===== src/rtl/ps2_pkg.sv =====
// ps2_pkg: shared states, command bytes and default timing for the PS/2 host path
package ps2_pkg;
  typedef enum logic [3:0] {IDLE, INHIBIT, REQ, WAIT_CLK, SEND, ACK, WAIT_IDLE, DONE, FAIL} state_t;
  localparam logic [7:0] CMD_RESET = 8'hFF;
  localparam logic [7:0] CMD_SET_LEDS = 8'hED;
  localparam logic [7:0] CMD_ECHO = 8'hEE;
  localparam logic [7:0] RSP_ACK = 8'hFA;
  localparam int INHIBIT_CYCLES_DEF = 10000;
  localparam int START_TIMEOUT_DEF = 1500000;
  localparam int XFER_TIMEOUT_DEF = 200000;
  localparam int FILTER_LEN_DEF = 8;
  localparam int TIMER_W = 21;
  function automatic logic odd_par(input logic [7:0] b);
    return ~^b;
  endfunction
endpackage


===== src/rtl/ps2_host_tx_filter.sv =====
// ps2_line_filter: 2-FF synchroniser plus stability filter with falling-edge strobe
module ps2_line_filter #(
  parameter int FILTER_LEN = 8
) (
  input  logic clk,
  input  logic rst,
  input  logic pin,
  output logic level,
  output logic fall_stb
);
  localparam int CW = $clog2(FILTER_LEN + 1);
  logic s1, s2;
  logic [CW-1:0] cnt;
  always_ff @(posedge clk) begin
    if (rst) begin
      s1 <= 1'b1;
      s2 <= 1'b1;
      level <= 1'b1;
      cnt <= '0;
      fall_stb <= 1'b0;
    end else begin
      s1 <= pin;
      s2 <= s1;
      fall_stb <= 1'b0;
      if (s2 == level) cnt <= '0;
      else if (cnt == CW'(FILTER_LEN - 1)) begin
        level <= s2;
        cnt <= '0;
        fall_stb <= level;
      end else cnt <= cnt + 1'b1;
    end
  end
endmodule


===== src/rtl/ps2_host_tx.sv =====
// ps2_host_tx: PS/2 host-to-device command transmitter over open-drain clock/data
module ps2_host_tx
  import ps2_pkg::*;
#(
  parameter int INHIBIT_CYCLES = INHIBIT_CYCLES_DEF,
  parameter int START_TIMEOUT = START_TIMEOUT_DEF,
  parameter int XFER_TIMEOUT = XFER_TIMEOUT_DEF,
  parameter int FILTER_LEN = FILTER_LEN_DEF
) (
  input  logic       clk_100mhz,
  input  logic       rst,
  input  logic [7:0] tx_data,
  input  logic       tx_start,
  input  logic       ps2_clk_in,
  input  logic       ps2_data_in,
  output logic       ps2_clk_oe,
  output logic       ps2_data_oe,
  output logic       busy,
  output logic       done,
  output logic       error
);
  state_t state, state_n;
  logic [TIMER_W-1:0] timer, timer_n;
  logic [3:0] bit_cnt, bit_cnt_n;
  logic [7:0] byte_q, byte_n;
  logic par, par_n, drv, drv_n, ack, ack_n;
  logic clk_f, data_f, fall_stb, data_fall_unused, xto;
  ps2_line_filter #(.FILTER_LEN(FILTER_LEN)) u_clk (
    .clk(clk_100mhz), .rst(rst), .pin(ps2_clk_in), .level(clk_f), .fall_stb(fall_stb)
  );
  ps2_line_filter #(.FILTER_LEN(FILTER_LEN)) u_data (
    .clk(clk_100mhz), .rst(rst), .pin(ps2_data_in), .level(data_f), .fall_stb(data_fall_unused)
  );
  assign xto = timer == TIMER_W'(XFER_TIMEOUT - 1);
  always_ff @(posedge clk_100mhz) begin
    if (rst) begin
      state <= IDLE;
      timer <= '0;
      bit_cnt <= '0;
      byte_q <= '0;
      par <= 1'b0;
      drv <= 1'b0;
      ack <= 1'b0;
    end else begin
      state <= state_n;
      timer <= timer_n;
      bit_cnt <= bit_cnt_n;
      byte_q <= byte_n;
      par <= par_n;
      drv <= drv_n;
      ack <= ack_n;
    end
  end
  always_comb begin
    state_n = state;
    timer_n = timer + 1'b1;
    bit_cnt_n = bit_cnt;
    byte_n = byte_q;
    par_n = par;
    drv_n = drv;
    ack_n = ack;
    unique case (state)
      IDLE: begin
        timer_n = '0;
        bit_cnt_n = '0;
        if (tx_start) begin
          byte_n = tx_data;
          par_n = odd_par(tx_data);
          state_n = INHIBIT;
        end
      end
      INHIBIT: state_n = (timer == TIMER_W'(INHIBIT_CYCLES - 1)) ? REQ : INHIBIT;
      REQ: begin
        timer_n = '0;
        state_n = WAIT_CLK;
      end
      WAIT_CLK: begin
        if (timer == TIMER_W'(START_TIMEOUT - 1)) state_n = FAIL;
        else if (fall_stb) begin
          drv_n = ~byte_q[0];
          bit_cnt_n = 4'd1;
          timer_n = '0;
          state_n = SEND;
        end
      end
      SEND: begin
        if (xto) state_n = FAIL;
        else if (fall_stb) begin
          bit_cnt_n = bit_cnt + 1'b1;
          drv_n = (bit_cnt >= 4'd9) ? 1'b0 : (bit_cnt == 4'd8) ? ~par : ~byte_q[bit_cnt[2:0]];
          if (bit_cnt == 4'd10) begin
            ack_n = data_f;
            state_n = ACK;
          end
        end
      end
      ACK: state_n = (xto || ack) ? FAIL : WAIT_IDLE;
      WAIT_IDLE: state_n = xto ? FAIL : (clk_f && data_f) ? DONE : WAIT_IDLE;
      default: state_n = IDLE;
    endcase
  end
  assign ps2_clk_oe = (state == INHIBIT) || (state == REQ);
  assign ps2_data_oe = (state == REQ) || (state == WAIT_CLK) || ((state == SEND) && drv);
  assign busy = state != IDLE;
  assign done = state == DONE;
  assign error = state == FAIL;
endmodule

===== config.mk =====
export PLATFORM = sky130hd
export DESIGN_NAME = ps2_host_tx
export DESIGN_NICKNAME = d
export VERILOG_FILES = /design/src/rtl/ps2_pkg.sv /design/src/rtl/ps2_host_tx_filter.sv /design/src/rtl/ps2_host_tx.sv
export SDC_FILE = /design/constraint.sdc
export NUM_CORES = 1
export LEC_CHECK = 0
export ABC_AREA = 1
export ABC_CLOCK_PERIOD_IN_PS = 1600
export CAP_MARGIN = 10
export CORE_UTILIZATION = 53
export DETAILED_ROUTE_END_ITERATION = 6
export MAX_ROUTING_LAYER = met4
export PLACE_DENSITY = 0.81
export SLEW_MARGIN = 20
export SYNTH_ARGS = -nofsm -noshare
export SYNTH_HDL_FRONTEND = slang
export SYNTH_HIERARCHICAL = 1
export SYNTH_SLANG_ARGS = --single-unit
export TNS_END_PERCENT = 1

===== constraint.sdc =====
create_clock -name clk_100mhz -period 1.6 [get_ports clk_100mhz]
set_clock_uncertainty 0.05 [all_clocks]
set_input_delay 0.48 -clock clk_100mhz [delete_from_list [all_inputs] [get_ports clk_100mhz]]
set_output_delay 0.48 -clock clk_100mhz [all_outputs]
set_load 0.02 [all_outputs]

==> run_results.csv, run 1 <==
group,metric,value,unit
cells_and_area,syn_to_final_growth,26.17,%
clock_tree,clkSlewWorstSetupHoldPaths,100,ps
clock_tree,htree_levels,2,
hold_path,hold_end,"u_clk/s2",
timing,fin_crit_sh,1.083,
drt,wl_met1,3.029,mm
worst_setup_path,end_kind,"output pin",
drt,routed-wl-met3,233,µm
hold_path,min_path_type,"register to register",
clock_tree,clockBufferDepth,2,
clock_tree,clock-root-buffer,"clkbuf_8",
global_route,grt_pass1_wl,11.25,mm
outcome,failed_checks,"setup timing",
global_route,grt_use_total,0.2405,
hold_path,hold-path-cell-count,1,
drt,drc,0,
run,maxCapViolCount,0,
timing,slew_headroom,0.7747,
clock_tree,clock_latency,310,ps
drt,wirelength,6.660,mm
global_route,grt_start_max_net_pins,19,
global_route,grt_pass1_vias,2698,
logic_synthesis,syn-cell-area,2940,µm²
drt,wire_per_inst,12.07,µm
worst_setup_path,critPathArrivalTime,1200,ps
global_route,overflow,0,
power,p_leak,0.001467,µW
logic_synthesis,syn_area_per_cell,6.951,µm²
timing,finalMaxSlewViolations,0,
outcome,outcome,"finished, violations left",
worst_setup_path,reg2reg_to,"timer[19]",
worst_setup_path,cp-start-kind,"register",
clock_tree,cts_tree,"built",
timing,timing_hold_violations_final,0,
timing,worst_slack,-132.8,ps
drt,highest_layer,"met4",
worst_setup_path,ff2ff_path_depth,11,
cells_and_area,nets,502,
drt,viasPerCell,5.120,
clock_tree,holdBufCountCts,0,
worst_setup_path,path_delay_family,"flip-flops",
cells_and_area,diodes,0,
timing,finalSetupTns,-678.1,ps
worst_setup_path,cp.buffers_inverters,3,
power,totalPowerFinal,2534,µW
clock_tree,cts_buffers,5,
worst_setup_path,slowest_stage,"dfxtp_2",
floorplan,core,5238,µm²
placement,routabilityCongestion,0.8713,
global_route,antenna_found_initial,0,
power,vdd_ir_drop_max,662.7,µV
hold_path,worstHoldStart,"u_clk/s1",
floorplan,die_w,76.49,µm
timing,setup_viol,21,
timing,tightest_slew,337.6,ps
drt,num_vias,2826,
clock_tree,clock-sinks,55,
drt,dr.pass1.iters,4,
floorplan,ioPinCount,18,
worst_setup_path,crit_top_cell,"nor2_2",
cells_and_area,drive_above_1_share,0.2407,
worst_setup_path,crit_fanout,5,
logic_synthesis,syn_nets,444,
floorplan,start_util,0.5614,
worst_setup_path,slowest_delay,350,ps
worst_setup_path,r2r_setup_slack,-40,ps
drt,dr.first_iter.drc_count,113,
floorplan,die_area,5850,µm²
floorplan,rows,26,
placement,dp_hpwl,4.863,mm
placement,io_buffers,17,
worst_setup_path,worst_ep_required_time,1070,ps
logic_synthesis,syn_inst,423,
worst_setup_path,crit_type,"register to output pin",
timing,fmax,0.5771,GHz
floorplan,die_y,76.49,µm
drt,postRouteAntennaNets,0,
timing,rsz0062_at_grt,"yes",
timing,min_period,1733,ps
worst_setup_path,rr_startpoint,"timer[0]",
power,p_per_area,683.1,nW/µm²
drt,wl_met2,3.299,mm
worst_setup_path,crit_chain,"nor2_2, inv_2, nor2_2, inv_1, nand2_1, buf_6",
logic_synthesis,yosysWarningCount,6,
==> what timing repair did <==
action / 4_1_cts / 5_1_grt
pin swaps: 5 / 2
buffers inserted: 0 / 0
setup endpoints to repair: 38 / 42
gates resized for setup: 53 / 16
==> worst reg2reg max path: cells and delay by family (launching register included) <==
family                     cells  cell delay (ps)
and+or+nand+nor                7              700
DFF                            1              370
AOI/OAI and AO/OA              2              200
adders and majority gates      1              160
buffers and inverters          1              100
==> flip-flops by register name (all words and copies together), names as in the netlist, 4 cells and up <==
name and cells:
timer 21, u_clk/cnt 4, u_data/cnt 4, bit_cnt 4, byte_q 8, state 4
==> power by group <==
group	switching, µW	internal [µW]
sequential	20.5	1400
clock	470	366
combinational	146	129
==> layout by cell type (no fill, tap or decap), drive strengths merged, types with 2 or more instances in the layout <==
cell / count
xor2: 9
nand4: 11
dfxtp: 55
nand2: 87
o211ai: 3
buf: 44
xnor2: 11
o21ai: 22
nor3b: 2
or2: 6
nor2: 91
nand3b: 3
nand3: 28
nor3: 6
ha: 8
clkbuf: 6
inv: 49
clkdlybuf4s50: 12
a21oi: 19
a31oi: 4
==> how the worst max path moves through the flow <==
stage | startpoint | end | depth (start not counted)
3_3_place_gp | state[3] | ps2_clk_oe | 6
4_1_cts | state[2] | ps2_clk_oe | 6
5_1_grt | state[3] | ps2_clk_oe | 6
3_5_place_dp | state[3] | ps2_clk_oe | 6
6_report | state[2] | ps2_clk_oe | 6
2_1_floorplan | timer[0] | timer[14] | 10
==> final cells by class <==
type | instances | area (µm²)
multi-input cells | 314 | 1750
clock inverters | 2 | 20.02
clock buffers | 6 | 82.58
repair buffers | 56 | 467.9
well taps | 70 | 87.58
fillers | 444 | 1528
inverters | 49 | 190.2
flip-flops and latches | 55 | 1111
==> metrics by stage <==
stage | cells | cell area [µm²] | util | setup WS, ps | hold WS [ps]
after CTS | 552 | 3659 | 0.6985 | -121.9 | 374.6
after detailed placement | 544 | 3476 | 0.6636 | -295.6 | 348.8
final | 552 | 3710 | 0.7083 | -132.8 | 370.0
after global routing | 552 | 3710 | 0.7083 | -206.3 | 390.1
after floorplan | 423 | 2940 | - | 9.997 | 339.5
after global placement | 544 | 3476 | 0.6636 | -260.5 | 342.3
==> layer usage <==
layer  vias to the layer above  GRT usage
li1                       1471          -
met1                      1295     0.2833
met2                        47     0.4216
met3                        13    0.03952
met4                         0    0.06538
met5                         -          -
Note: power is estimated with default switching activity, not from simulation.
==> inputs of run 2 (changes only) <==
--- a/config.mk
+++ b/config.mk
@@ -9,6 +9,7 @@
 export ABC_CLOCK_PERIOD_IN_PS = 1600
 export CAP_MARGIN = 10
 export CORE_UTILIZATION = 53
+export CTS_CLUSTER_DIAMETER = 120
 export DETAILED_ROUTE_END_ITERATION = 6
 export MAX_ROUTING_LAYER = met4
 export PLACE_DENSITY = 0.81
==> results of run 2 <==
No change in the layout: final DEF, timing and power equal those of run 1.
==> inputs of run 3 (changes only) <==
--- a/config.mk
+++ b/config.mk
@@ -8,11 +8,11 @@
 export ABC_AREA = 1
 export ABC_CLOCK_PERIOD_IN_PS = 1600
 export CAP_MARGIN = 10
-export CORE_UTILIZATION = 53
+export CORE_UTILIZATION = 40
 export CTS_CLUSTER_DIAMETER = 120
 export DETAILED_ROUTE_END_ITERATION = 6
 export MAX_ROUTING_LAYER = met4
-export PLACE_DENSITY = 0.81
+export PLACE_DENSITY = 0.66
 export SLEW_MARGIN = 20
 export SYNTH_ARGS = -nofsm -noshare
 export SYNTH_HDL_FRONTEND = slang
==> run 3 against run 2 <==
Effect of this change:
- the run still ends with setup timing left
- sequential share of layout area decreased by 0.71 points
- final area is 3.1% higher
- critical path depth is the same
- first-iteration DRC count up 35%
- cell count up 6.2%
- clock-buffer cell count decreased by 1
- clock power rose by 1%
- setup slack worse by 48 ps
- combinational power grew 11%
- via count grew 0.14%
- maximum frequency down 2.7%
- sequential power about the same
==> run_results.csv, run 3 (synthesis gave the netlist of run 1 again) <==
group,metric,value,unit
outcome,outcome,"finished, violations left",
outcome,failed_checks,"setup timing",
drt,dr.pass1.iters,4,
timing,finalMaxSlewViolations,0,
clock_tree,holdBufCountCts,0,
global_route,antenna_found_initial,0,
clock_tree,cts_tree,"built",
drt,postRouteAntennaNets,0,
cells_and_area,top_register,"timer",
power,switching_share,0.2694,
global_route,grt_pass1_vias,2629,
timing,tightest_slew,330.2,ps
worst_setup_path,critPathArrivalTime,1250,ps
placement,pre_cts_ws,-329.7,ps
clock_tree,clockBufferDepth,2,
global_route,grt_start_max_net_pins,20,
cells_and_area,seqCellArea,1119,µm²
cells_and_area,drive_above_1_share,0.2673,
worst_setup_path,slowest_stage,"dfxtp_2",
worst_setup_path,slowest_delay,350,ps
cells_and_area,fin_util,0.5508,
placement,dp_hpwl,4.981,mm
run,maxCapViolCount,0,
power,p_per_area,672.2,nW/µm²
drt,viasPerCell,4.829,
cells_and_area,top_regs,"timer: 21 flops, byte_q: 8 flops",
cells_and_area,diodes,0,
power,clock_power_share,0.328,
drt,wirelength,6.700,mm
global_route,grt_pass1_wl,11.57,mm
clock_tree,htree_levels,2,
drt,wire_per_inst,11.43,µm
drt,num_vias,2830,
clock_tree,clock_latency,330,ps
floorplan,die_area,7697,µm²
floorplan,ioPinCount,18,
drt,dr.first_iter.drc_count,153,
power,switchingPower,692.5,µW
timing,worst_slack,-180.3,ps
hold_path,min_path_type,"register to register",
cells_and_area,multi_input_area,1773,µm²
worst_setup_path,crit_top_cell,"nand2_2",
floorplan,die_w,87.74,µm
clock_tree,clkSlewWorstSetupHoldPaths,110,ps
global_route,grt_use_total,0.1947,
worst_setup_path,cp-start-kind,"register",
timing,min_period,1780,ps
clock_tree,clock-root-buffer,"clkbuf_8",
timing,fin_crit_sh,1.113,
cells_and_area,syn_to_final_growth,30.09,%
worst_setup_path,crit_type,"register to output pin",
worst_setup_path,worst_ep_required_time,1070,ps
placement,routabilityCongestion,0.8598,
power,totalPowerFinal,2571,µW
power,sequentialPowerShare,0.552,
timing,timing_hold_violations_final,0,
placement,io_buffers,17,
cells_and_area,final_cell_mix,"nand2_1, nor2_1, buf_4, dfxtp_1, inv_1",
floorplan,start_util,0.4234,
worst_setup_path,end_kind,"output pin",
worst_setup_path,crit_chain,"nor2_2, inv_2, nor2_4, nand2_2, nand2_2, buf_6",
timing,slew_headroom,0.7779,
cells_and_area,final_common_cell,"nand2_1",
power,intPower,1878,µW
clock_tree,clock-sinks,55,
floorplan,rows,30,
cells_and_area,largest_reg_flops,21,
timing,rsz0062_at_grt,"yes",
power,combinationalPowerShare,0.119,
global_route,overflow,0,
timing,setup_viol,19,
timing,finalSetupTns,-938.9,ps
cells_and_area,fillers,679,
power,p_leak,0.001497,µW
clock_tree,cts_buffers,5,
timing,holdWs,371.5,ps
timing,fmax,0.5617,GHz
floorplan,core,6944,µm²
power,vdd_ir_drop_max,406.5,µV
drt,drc,0,
floorplan,die_y,87.74,µm
worst_setup_path,crit_fanout,5,
cells_and_area,nets,510,
[run 3: changes by cell type in the layout (fill, tap and decap cells not counted), sizes merged]
| cell | previous run | this run |
|---|---|---|
| inv | 49 | 50 |
| buf | 44 | 52 |
| clkbuf | 6 | 5 |
| clkinvlp | 1 | 2 |
| clkinv | 1 | 0 |
[run 3: layout make-up]
cell class                 count  area share
clock buffer                   5     0.01799
clock inverter                 3    0.007197
inverter                      49     0.04907
multi-input combinational    314      0.4635
sequential                    55      0.2924
tap                           96     0.03140
timing repair buffer          64      0.1384
[run 3: final timing paths]
path | slack (ps) | to | start | cells past startpoint
max | -180 | ps2_clk_oe | state[3] | 6
max reg2reg | -50 | timer[11] | timer[1] | 11
min reg2reg | 370 | u_clk/s2 | u_clk/s1 | 1
min | 370 | u_clk/s2 | u_clk/s1 | 1
[run 3: power groups by stage]
stage          Clock (µW)  Combinational [µW]  Sequential [µW]
2_1_floorplan           0                 156             1450
3_3_place_gp            0                 258             1450
3_5_place_dp            0                 262             1450
4_1_cts               867                 290             1420
5_1_grt               915                 340             1420
6_report              844                 307             1420
[run 3: layer usage]
metal / up-vias / routed length [µm] / track usage
met5: - / 0 / -
met4: 0 / 93 / 0.05514
met3: 9 / 242 / 0.03299
met2: 44 / 3205 / 0.3221
met1: 1284 / 3158 / 0.2435
li1: 1493 / - / -
[run 3: what timing repair did]
item                       in CTS  in global routing
hold endpoints to repair        0                  0
buffers inserted                5                  2
gates resized for setup        60                 25
pin swaps                       6                  8
setup endpoints to repair      41                 44
[run 3: through the flow]
step	instances	cell area [µm²]
final	586	3825
after global routing	586	3825
after CTS	584	3716
after detailed placement	571	3503
after global placement	571	3503
after floorplan	423	2940
[run 3: critical path, delay by kind of cell (launching register included)]
| family | cells | cell delay (ps) |
|---|---|---|
| and+or+nand+nor | 4 | 370 |
| buffers and inverters | 2 | 210 |
| DFF | 1 | 350 |
